[config.mk]
export PLATFORM = sky130hd
export DESIGN_NAME = frame_stream_ctrl
export DESIGN_NICKNAME = d
export VERILOG_FILES = /design/src/rtl/frame_stream_pkg.sv /design/src/rtl/frame_stream_ctrl_scaler.sv /design/src/rtl/frame_stream_ctrl.sv
export SDC_FILE = /design/constraint.sdc
export NUM_CORES = 1
export LEC_CHECK = 0
export ABC_AREA = 1
export BUFFER_PORTS_ARGS = -buffer_cell sky130_fd_sc_hd__clkbuf_2
export CORE_AREA = 2 2 236 238
export CTS_CLUSTER_SIZE = 24
export DETAILED_ROUTE_END_ITERATION = 12
export DIE_AREA = 0 0 238 240
export GPL_TIMING_DRIVEN = 0
export PLACE_DENSITY = 0.58
export SYNTH_ARGS = -nofsm -noshare
export SYNTH_HDL_FRONTEND = slang
export SYNTH_HIERARCHICAL = 1
export SYNTH_SLANG_ARGS = --single-unit
[constraint.sdc]
create_clock -name clk -period 3.5 [get_ports clk]
set_clock_uncertainty 0.1 [all_clocks]
set_input_delay 0.175 -clock clk [delete_from_list [all_inputs] [get_ports clk]]
set_output_delay 0.175 -clock clk [all_outputs]
set_load 0.03 [all_outputs]
[src/rtl/frame_stream_pkg.sv]
// frame_stream_pkg: shared types and constants for the frame sequencer.
//   state_e     : sequencer state (idle, launch core, wait for core, hold output).
//   *_DEF       : default frame geometry used by the top-level parameters.
//   SAT_MAX     : largest output sample value for the default sample width.
//   ch_lsb()    : LSB position of channel k in a packed bus of w-bit lanes.
package frame_stream_pkg;

   typedef enum logic [1:0] {
      StIdle,
      StLaunch,
      StWait,
      StHold
   } state_e;

   localparam int unsigned NCH_DEF  = 8;
   localparam int unsigned NCH_MAX  = 16;
   localparam int unsigned SW_DEF   = 16;
   localparam int unsigned CW_DEF   = 17;
   localparam int unsigned CNTW_DEF = 32;
   localparam int unsigned SAT_MAX  = (1 << SW_DEF) - 1;

   function automatic int unsigned ch_lsb(input int unsigned k, input int unsigned w);
      return k * w;
   endfunction

endpackage

[src/rtl/frame_stream_ctrl_scaler.sv]
// frame_scaler: per-channel unsigned shift-and-saturate of the core results.
//   result : NCH*CW  core outputs, channel k at [k*CW +: CW].
//   scaled : NCH*SW  (result_k >> SHIFT) clamped to 2^SW-1.
module frame_scaler
   import frame_stream_pkg::*;
#(
   parameter int unsigned CW    = CW_DEF,
   parameter int unsigned SW    = SW_DEF,
   parameter int unsigned SHIFT = 3,
   parameter int unsigned NCH   = NCH_DEF
) (
   input  logic [NCH*CW-1:0] result,
   output logic [NCH*SW-1:0] scaled
);

   // All-ones in the low SW bits, compared at core width so the clamp is exact.
   localparam logic [CW-1:0] SAT = CW'({SW{1'b1}});

   for (genvar k = 0; k < NCH; k++) begin : g_ch
      logic [CW-1:0] shifted;
      assign shifted = result[ch_lsb(k, CW) +: CW] >> SHIFT;
      assign scaled[ch_lsb(k, SW) +: SW] = (shifted > SAT) ? SAT[SW-1:0] : shifted[SW-1:0];
   end

endmodule

[src/rtl/frame_stream_ctrl.sv]
// frame_stream_ctrl: one-frame-in-flight sequencer between sample buffer and transform core.
//   clk, n_rst         : clock, asynchronous active-low reset.
//   flag_clear         : synchronous clear of sample_count and wav_done.
//   load_size          : samples per file, 0 = unlimited.
//   in_valid/in_ready  : input frame handshake, in_data NCH*SW.
//   core_start         : one-cycle launch pulse; core_data holds the zero-extended frame.
//   core_done          : result strobe, core_result sampled only while waiting.
//   out_valid/out_ready: output frame handshake, out_data NCH*SW scaled results.
//   sample_count       : samples delivered (saturating); wav_done sticky completion.
module frame_stream_ctrl
   import frame_stream_pkg::*;
#(
   parameter int unsigned NCH   = NCH_DEF,
   parameter int unsigned SW    = SW_DEF,
   parameter int unsigned CW    = CW_DEF,
   parameter int unsigned SHIFT = 3,
   parameter int unsigned CNTW  = CNTW_DEF
) (
   input  logic              clk,
   input  logic              n_rst,
   input  logic              flag_clear,
   input  logic [CNTW-1:0]   load_size,
   input  logic              in_valid,
   output logic              in_ready,
   input  logic [NCH*SW-1:0] in_data,
   output logic              core_start,
   output logic [NCH*CW-1:0] core_data,
   input  logic              core_done,
   input  logic [NCH*CW-1:0] core_result,
   output logic              out_valid,
   input  logic              out_ready,
   output logic [NCH*SW-1:0] out_data,
   output logic [CNTW-1:0]   sample_count,
   output logic              wav_done
);

   state_e            state_q, state_d;
   logic              in_ready_q, core_start_q, out_valid_q;
   logic              wav_done_q, wav_done_d;
   logic [CNTW-1:0]   count_q, count_d;
   logic [CNTW:0]     count_sum;
   logic [NCH*CW-1:0] core_data_q, in_ext;
   logic [NCH*SW-1:0] out_data_q, scaled;
   logic              in_hs, out_hs;

   for (genvar k = 0; k < NCH; k++) begin : g_ext
      assign in_ext[ch_lsb(k, CW) +: CW] = CW'(in_data[ch_lsb(k, SW) +: SW]);
   end

   frame_scaler #(
      .CW    (CW),
      .SW    (SW),
      .SHIFT (SHIFT),
      .NCH   (NCH)
   ) u_scaler (
      .result (core_result),
      .scaled (scaled)
   );

   assign in_hs  = (state_q == StIdle) && in_valid && in_ready_q;
   assign out_hs = (state_q == StHold) && out_ready;

   always_comb begin
      state_d = state_q;
      unique case (state_q)
         StIdle:   if (in_hs)     state_d = StLaunch;
         StLaunch:                state_d = StWait;
         StWait:   if (core_done) state_d = StHold;
         StHold:   if (out_ready) state_d = StIdle;
         default:                 state_d = StIdle;
      endcase
   end

   // Unsaturated sum keeps the load_size compare correct even when the counter clamps.
   assign count_sum = {1'b0, count_q} + (CNTW+1)'(NCH);

   always_comb begin
      count_d    = count_q;
      wav_done_d = wav_done_q;
      if (flag_clear) begin
         // Clear wins: a frame delivered this cycle is not counted.
         count_d    = '0;
         wav_done_d = 1'b0;
      end else if (out_hs) begin
         count_d = count_sum[CNTW] ? '1 : count_sum[CNTW-1:0];
         if ((load_size != '0) && (count_sum >= {1'b0, load_size})) wav_done_d = 1'b1;
      end
   end

   // Handshake outputs are registered from next-state so nothing is combinational
   // from the inputs and all of them read 0 while in reset.
   always_ff @(posedge clk or negedge n_rst) begin
      if (!n_rst) begin
         state_q      <= StIdle;
         in_ready_q   <= 1'b0;
         core_start_q <= 1'b0;
         out_valid_q  <= 1'b0;
         wav_done_q   <= 1'b0;
         count_q      <= '0;
         core_data_q  <= '0;
         out_data_q   <= '0;
      end else begin
         state_q      <= state_d;
         in_ready_q   <= (state_d == StIdle) && !wav_done_d;
         core_start_q <= (state_d == StLaunch);
         out_valid_q  <= (state_d == StHold);
         wav_done_q   <= wav_done_d;
         count_q      <= count_d;
         if (in_hs) core_data_q <= in_ext;
         if ((state_q == StWait) && core_done) out_data_q <= scaled;
      end
   end

   assign in_ready     = in_ready_q;
   assign core_start   = core_start_q;
   assign core_data    = core_data_q;
   assign out_valid    = out_valid_q;
   assign out_data     = out_data_q;
   assign sample_count = count_q;
   assign wav_done     = wav_done_q;

endmodule

---- Word-level counts from Yosys, hierarchy flattened ----
Cells that the tools add are included.
operators by class
  equality and inequality tests ........... 5
  order comparisons ....................... 9
  add/sub/neg operators ................... 1
  reductions and logical operators ........ 11
  muxes and demuxes ....................... 18
operator list
  cell                   number
  $gt 14x16->1 const B   8
  $mux 16                8
  $mux 32                3
  $add 32x4->33 const B  1
  $ge 33x32->1           1
  $reduce_bool 32->1     1
  $pmux 2 s4             1
  $eq 2x2->1 const B     3
  $logic_and 1x1->1      6
  $mux 2                 3
  $eq 2x1->1 const B     2
  $logic_not 2->1        2
  $mux 1                 3
  $reduce_bool 2->1      1
  $logic_not 1->1        1
storage, ports and cells
  bits in registers ....................... 294
  bits of input ports ..................... 302

---- Logic depth before layout (Yosys ltp) ----
Gate-level depths: netlist (run 1).
  depth after elaboration ................. 8
  depth in mapped cells ................... 25
  gate-level depth less buffers ........... 25

---- Hierarchy ----
The synthesis (run 1) kept the hierarchy.
modules (own cells, without submodules)
  module             cells an instance  area each (µm²)  instances
  frame_stream_ctrl  1255               12741.0          1
  frame_scaler       129                964.7            1

---- Worst setup path before layout (run 1) ----
No wires, ideal clock.
  kind .................................... register -> register
  start ................................... register count_q[4] (netlist: sample_count[4])
  end ..................................... register in_ready_q (netlist: in_ready)
  path buffers ............................ 0
  slack ................................... 0.555 ns
  stages on the path, launching flop included .. 26
  arrival ................................. 2.724 ns
  clock period less this slack ............ 2.945 ns
  library setup time ...................... 0.120 ns
  cell sequence ........................... dfrtp_1 ha_1 nand3_2 inv_2 nand3_2 nor2_4 nand2_4 nor2_4 nand2_2 nor2_4 xor2_2 inv_1 ha_1 nand2_1 inv_1 nand4_1 nor2_1 nand2_1 nand2_1 nand2_1 nand2_1 nor2_1 nand2_1 nand2_1 nand2_1 a21oi_1
on the way
  cells in the longest elaborated chain, start to end .. 8
RTL lines
  what                    line                      RTL
  from (decl)             frame_stream_ctrl.sv:40   logic [CNTW-1:0] count_q, count_d;
  from (signal assigned)  frame_stream_ctrl.sv:108  count_q <= count_d;
  $add 32x4->33           frame_stream_ctrl.sv:75   assign count_sum = {1'b0, count_q} + (CNTW+1)'(NCH);
  $ge 33x32->1            frame_stream_ctrl.sv:86   if ((load_size != '0) && (count_sum >= {1'b0, load_size})) wav_done_d = 1'b1;
  $logic_and 1x1->1       frame_stream_ctrl.sv:86
  $mux 1                  frame_stream_ctrl.sv:86
  $mux 1                  frame_stream_ctrl.sv:84   end else if (out_hs) begin
  $mux 1                  frame_stream_ctrl.sv:80   if (flag_clear) begin
  $logic_not 1->1         frame_stream_ctrl.sv:104  in_ready_q <= (state_d == StIdle) && !wav_done_d;
  $logic_and 1x1->1       frame_stream_ctrl.sv:104
  to (signal assigned)    frame_stream_ctrl.sv:104
  to (decl)               frame_stream_ctrl.sv:38   logic in_ready_q, core_start_q, out_valid_q;
Every way passes these cells.
A chain may end at the register's enable or synchronous reset.

---- Final worst setup path (run 1) ----
Ends and elaborated chain as after synthesis.

==> impl_metrics.py, run 1 <==
metrics = {
    "cts": {
        "htreeDepth": 2,
        "numCtsBuffers": 36,
        "cts_num_sinks": 292,
        "clockBufferDepth": 3,
        "ctsRootBufferMaster": "clkbuf_16",
        "clkSlewWorstSetupHoldPaths_ns": 0.06,
        "worstSkewPairLatency_ns": 0.54,
        "cts_tree": "yes",
    },
    "logic_synthesis": {
        "synth.most_common_cell": "nand2_1",
        "syn_area_per_cell_um2": 9.90,
        "syn_inst": 1384,
        "ys.flop_type": "dfrtp_1",
        "synth_edf_count": 0,
        "ys_top_cells_by_area": "dfrtp_1 (53%), nand2_1 (13%), mux2_2 (11%)",
        "netlist_area_um2": 13700,
        "yosys-top-cells-count": "nand2_1 (472), dfrtp_1 (292), buf_4 (138)",
        "ys_ff_latch": 292,
        "netlist.area_leader.share_pct": 53.3,
        "ys.warnings.count": 6,
        "synth-seq-area-share_pct": 53.3,
        "synth_area_leader_cell": "dfrtp_1",
        "ys_types": 43,
        "async_flop_share_pct": 100,
    },
    "setup_path": {
        "ff2ff_setup_slack_ns": 0.26,
        "required_ns": 3.82,
        "cp_common_cell": "nand2_1",
        "startpoint_type": "flip-flop",
        "worstPathCellList": "ha_2, nand3_2, inv_2, nand2_1, nor2_2, nand4_1, nor4_4, nand2_1, nand2_1, inv_1, ha_1, nand2_1, nor2_2, inv_1, nor3_2, nand2_1, nand2_1, nand2_1, nand2_1, nor2_1, nand2_1, nand2_1, nand2_1, a21oi_1",
        "reg2reg_depth": 24,
        "crit_arrival_ns": 3.56,
        "crit_slowest_cell": "dfrtp_1",
        "critical_path_class": "flip-flop to flip-flop",
        "critPathMaxFanout": 3,
        "reg2reg_to": "in_ready",
        "crit_end": "in_ready",
        "cpPeakStageDelay_ns": 0.39,
        "reg2reg_from": "sample_count[4]",
        "crit_path_end_kind": "flip-flop",
        "worstSetupStartpoint": "sample_count[4]",
    },
    "route": {
        "vias": 12200,
        "drc": 0,
        "drt_iter0_markers": 423,
        "dr.pass1.iters": 6,
        "final_antenna_net_count": 0,
        "wl_per_cell_um": 15.8,
        "wirelength_um": 45600,
        "viasPerCell": 4.23,
    },
    "placement": {
        "port_buffers": 457,
        "post-dp-hpwl_um": 32700,
        "gp_congestion": 0.924,
    },
    "pwr": {
        "p_per_area_nw_per_um2": 819,
        "p_leak_nw": 11.0,
        "p_int_mw": 9.50,
        "clkPwrFrac_pct": 21.8,
        "p_seq_share_pct": 34.0,
        "switchingPower_mw": 7.43,
        "p_comb_share_pct": 44.2,
        "peakVddDrop_mv": 0.495,
        "swShare_pct": 43.9,
    },
    "layout": {
        "multi_input_area_um2": 4930,
        "utilization_pct": 37.8,
        "nets": 2485,
        "fill_cells": 5324,
        "drive_above_1_share_pct": 38.9,
        "synthToLayoutAreaGrowth_pct": 50.8,
        "seqCellArea_um2": 7310,
    },
    "hold_path": {
        "hold_class": "input port to async pin",
    },
    "global_routing": {
        "grt_pass1_wl_um": 69300,
        "overflow": 0,
        "track_usage_pct": 15.4,
        "antenna_found_initial": 1,
        "grt_pass1_vias": 12800,
        "grt_max_degree": 113,
    },
    "floorplanning": {
        "die_area_um2": 57100,
        "io_pins": 602,
        "core_area_um2": 54700,
        "die_y_um": 240,
        "initial_core_util_pct": 25.1,
        "die_w_um": 238,
        "num_rows": 86,
    },
    "flow_run": {
        "maxCapViolCount": 0,
    },
    "sta": {
        "finalHoldViolCount": 0,
        "whs_ns": 0.0990,
        "rsz0062_at_grt": "false",
        "fin_crit_sh_pct": 92.6,
        "max_slew.worst_pin.slew_ns": 0.997,
        "setup_violations": 0,
        "slew_headroom_pct": 33.5,
        "period_minus_slack_ns": 3.24,
        "drv_slew": 0,
        "max_freq_mhz": 309,
    },
    "outcome": {
        "status": "finished clean",
    },
}
[final cells by class]
type | count | share of cell area, %
sequential | 292 | 35.4
multi-input combinational | 837 | 23.9
timing repair buffer | 706 | 23.3
buffer | 186 | 5.96
clock buffer | 51 | 4.92
tap | 704 | 4.26
inverter | 91 | 1.65
clock inverter | 12 | 0.690
antenna | 1 | 0.0121
[critical path, delay by kind of cell, from the launching register on]
family / cells / cell delay (ns)
AND/OR/NAND/NOR: 18 / 1.88
adder cells (fa/ha/maj): 2 / 0.48
flip-flops: 1 / 0.39
buffers and inverters: 3 / 0.21
AO/OA/AOI/OAI: 1 / 0.06
[power by group through the flow]
stage / sequential (mW) / clock [mW] / combinational (mW)
final: 5.75 / 3.70 / 7.48
after global routing: 5.92 / 3.98 / 7.94
after CTS: 5.72 / 3.82 / 7.48
after detailed placement: 5.73 / 0 / 7.26
after global placement: 5.69 / 0 / 7.19
after floorplan: 8.63 / 0 / 1.88
[how the worst min path moves through the flow]
stage	start	to	slack (ns)	depth (start not counted)
global route	n_rst	sample_count[20]	0.14	2
CTS	n_rst	sample_count[15]	0.13	2
floorplan	n_rst	core_data[0]	-0.22	0
detailed placement	n_rst	sample_count[15]	0.16	1
global placement	in_data[63]	core_data[66]	0.27	3
finish	n_rst	sample_count[20]	0.1	2
[placed cells by master (no fill, tap or decap), drive strengths merged, types with 2 or more instances in the layout]
master / Yosys / final
a21oi: 16 / 16
o221ai: 6 / 6
bufinv: 0 / 2
buf: 155 / 161
o21bai: 2 / 2
nand2: 479 / 479
nand4: 14 / 14
o21ai: 33 / 33
nand3: 25 / 25
conb: 2 / 24
ha: 33 / 33
nor3: 4 / 4
dlygate4sd3: 0 / 243
clkbuf: 31 / 539
clkinv: 1 / 8
nor2: 41 / 41
dfrtp: 292 / 292
inv: 90 / 92
nor4: 3 / 3
mux2: 128 / 128
xor2: 19 / 19
o211ai: 3 / 3
[repair_timing]
item                       4_1_cts  5_1_grt
hold endpoints to repair       314        0
setup buffers                    0        4
hold buffers                   243        0
gates resized for setup          0        8
setup endpoints to repair        0        2
[per-layer routing]
| layer | global-route usage (%) | routed length (µm) | share of wire, % | vias up |
|---|---|---|---|---|
| li1 | - | - | - | 5752 |
| met1 | 17.8 | 18200 | 40 | 5846 |
| met2 | 26.8 | 22700 | 50 | 468 |
| met3 | 4.16 | 3000 | 6.6 | 109 |
| met4 | 6.38 | 1680 | 3.7 | 0 |
| met5 | 0 | 0 | 0 | - |
[cells by family (layout without fill, tap and decap cells)]
family,after synthesis,count (layout),share of synthesized area (%)
compound gates,63,63,2.67
fa+ha+maj,33,33,3.01
mux,128,128,10.5
buf+inv,277,1046,11.5
flops,292,292,53.3
simple gates,569,569,17.5
other cells,2,25,0.0548
xor+xnor,20,20,1.44
[state kept, by name, summed over array words and instances, names as in the netlist]
name	count
wav_done	1
in_ready	1
out_valid	1
state_q	2
out_data	128
sample_count	30
core_start	1
core_data	128
[metrics by stage]
stage | cell area (µm²) | cells | power [mW] | setup slack (ns) | setup TNS [ns]
4_1_cts | 20600 | 2875 | 17.0 | 0.0763 | 0
5_1_grt | 20700 | 2879 | 17.8 | 0.00495 | 0
2_1_floorplan | 13800 | 1406 | 10.5 | 0.555 | 0
6_report | 20700 | 2880 | 16.9 | 0.259 | 0
3_3_place_gp | 17000 | 2567 | 12.9 | -4.18 | -1207.98
3_5_place_dp | 17000 | 2569 | 13.0 | 0.109 | 0
No activity file was read; power rests on OpenSTA's default activity.
==> run 2: changes to the inputs <==
- CELL_PAD_IN_SITES_DETAIL_PLACEMENT: not set -> 0
- CELL_PAD_IN_SITES_GLOBAL_PLACEMENT: not set -> 1
- CORE_AREA: 2 2 236 238 -> 2 2 233 235
- DIE_AREA: 0 0 238 240 -> 0 0 235 237
- PLACE_DENSITY: 0.58 -> 0.72
==> impl_metrics.py, run 2 (synthesis gave the netlist of run 1 again) <==
metrics = {
    "outcome": {
        "status": "finished clean",
    },
    "layout": {
        "utilization_pct": 38.6,
        "drive_above_1_share_pct": 38.6,
        "final_cells": 2865,
        "diodes": 0,
        "layout_common_cells": "nand2_1 (472), clkbuf_2 (456), dfrtp_1 (290)",
        "synthToLayoutAreaGrowth_pct": 50.0,
        "mostFrequentLayoutCell": "nand2_1",
        "nets": 2483,
    },
    "sta": {
        "fin_crit_sh_pct": 90.2,
        "finalHoldViolCount": 0,
        "period_minus_slack_ns": 3.16,
        "max_freq_mhz": 317,
        "drv_slew": 0,
        "max_slew.worst_pin.slew_ns": 0.982,
        "setup_ws_ns": 0.342,
        "whs_ns": 0.144,
        "setup_violations": 0,
        "slew_headroom_pct": 34.5,
    },
    "setup_path": {
        "crit_path_end_kind": "flip-flop",
        "path_buf_inv": 3,
        "cp_top_family": "simple AND/OR/NAND/NOR gates",
        "reg2reg_from": "sample_count[11]",
        "cpPeakStageDelay_ns": 0.50,
        "crit_slowest_cell": "dfrtp_1",
        "critPathMaxFanout": 5,
        "reg2reg_depth": 25,
        "required_ns": 3.81,
        "ff2ff_setup_slack_ns": 0.34,
        "cp_common_cell": "nand2_1",
        "reg2reg_to": "in_ready",
        "critical_path_class": "flip-flop to flip-flop",
        "crit_arrival_ns": 3.47,
        "startpoint_type": "flip-flop",
    },
    "floorplanning": {
        "initial_core_util_pct": 25.7,
        "die_w_um": 235,
        "core_area_um2": 53300,
        "die_area_um2": 55700,
        "die_y_um": 237,
        "io_pins": 602,
        "num_rows": 85,
    },
    "route": {
        "viasPerCell": 4.17,
        "drt_iter0_markers": 433,
        "drc": 0,
        "wl_per_cell_um": 15.8,
        "vias": 11900,
        "wirelength_um": 45100,
        "dr.pass1.iters": 5,
        "final_antenna_net_count": 0,
    },
    "placement": {
        "dp_slack_ns": 0.173,
        "dp.cells": 2561,
        "post-dp-hpwl_um": 33600,
        "gp_congestion": 0.860,
        "port_buffers": 457,
    },
    "flow_run": {
        "maxCapViolCount": 0,
    },
    "global_routing": {
        "track_usage_pct": 15.9,
        "grt_pass1_vias": 12700,
        "overflow": 0,
        "grt_max_degree": 110,
        "grt_pass1_wl_um": 70400,
        "antenna_found_initial": 2,
    },
    "cts": {
        "htreeDepth": 2,
        "numCtsBuffers": 35,
        "worstSkewPairLatency_ns": 0.53,
        "cts_num_sinks": 292,
        "cts_tree": "yes",
        "ctsRootBufferMaster": "clkbuf_16",
        "clockBufferDepth": 3,
        "clkSlewWorstSetupHoldPaths_ns": 0.06,
    },
    "pwr": {
        "finalPower_mw": 16.7,
        "p_per_area_nw_per_um2": 812,
        "p_leak_nw": 10.9,
        "peakVddDrop_mv": 0.536,
    },
    "hold_path": {
        "hold_class": "input port to async pin",
    },
}
[run 2: final cells by class]
type / count / area, µm²
Fill cell: 5241 / 32700
Clock buffer: 52 / 1010
Multi-Input combinational cell: 837 / 4930
Buffer: 186 / 1230
Sequential cell: 292 / 7310
Clock inverter: 6 / 47.5
Timing Repair Buffer: 705 / 4810
Inverter: 91 / 342
Tap cell: 696 / 871
[run 2: through the flow]
stage / cell area (µm²) / TNS, ns
floorplan: 13800 / 0
global placement: 16900 / -1234.39
detailed placement: 17000 / 0
CTS: 20500 / 0
global route: 20600 / -0.0183
finish: 20600 / 0
[run 2: worst register-to-register path, cell delays in order (launching register included)]
cell and delay (ns):
dfrtp_1 0.50, nand2_2 0.12, nor2_2 0.10, nand3_2 0.09
nor2_4 0.20, nand3_2 0.12, nor2_2 0.18, nand3_2 0.11
nand2_1 0.07, inv_1 0.05, nor2_2 0.11, inv_1 0.06
ha_1 0.29, nand2_1 0.06, inv_2 0.10, nand4_1 0.12
nor2_2 0.14, nand2_1 0.08, nand2_1 0.06, nand2_1 0.04
nand2_1 0.06, nor2_1 0.04, nand2_1 0.06, nand2_1 0.06
nand2_1 0.06, a21oi_1 0.05
[run 2: repair_timing]
item                       4_1_cts  5_1_grt
buffers inserted                 0        3
setup endpoints to repair        0        2
hold endpoints to repair       323        0
resized for setup                0        8
hold buffers                   243        0
[run 2: worst max-delay path by stage]
| stage | from | to | slack, ns | depth (start not counted) |
|---|---|---|---|---|
| detailed placement | sample_count[4] | in_ready | 0.17 | 25 |
| global placement | n_rst | out_data[22] | -4.28 | 1 |
| finish | sample_count[11] | in_ready | 0.34 | 25 |
| floorplan | sample_count[4] | in_ready | 0.56 | 25 |
| CTS | sample_count[3] | in_ready | 0.17 | 25 |
| global route | sample_count[4] | in_ready | -0.02 | 24 |
[run 2: routing by layer]
| layer | track usage (%) | wire [µm] |
|---|---|---|
| met4 | 6.23 | 1650 |
| met1 | 18.9 | 18200 |
| met2 | 27.5 | 22500 |
| met5 | 0 | 30 |
| met3 | 4.09 | 2710 |
[run 2: report_power, final]
part / switching [mW] / internal [mW] / total (mW)
sequential: 0.886 / 4.88 / 5.77
combinational: 5.06 / 2.44 / 7.50
clock: 1.43 / 1.99 / 3.43
total: 7.38 / 9.31 / 16.7
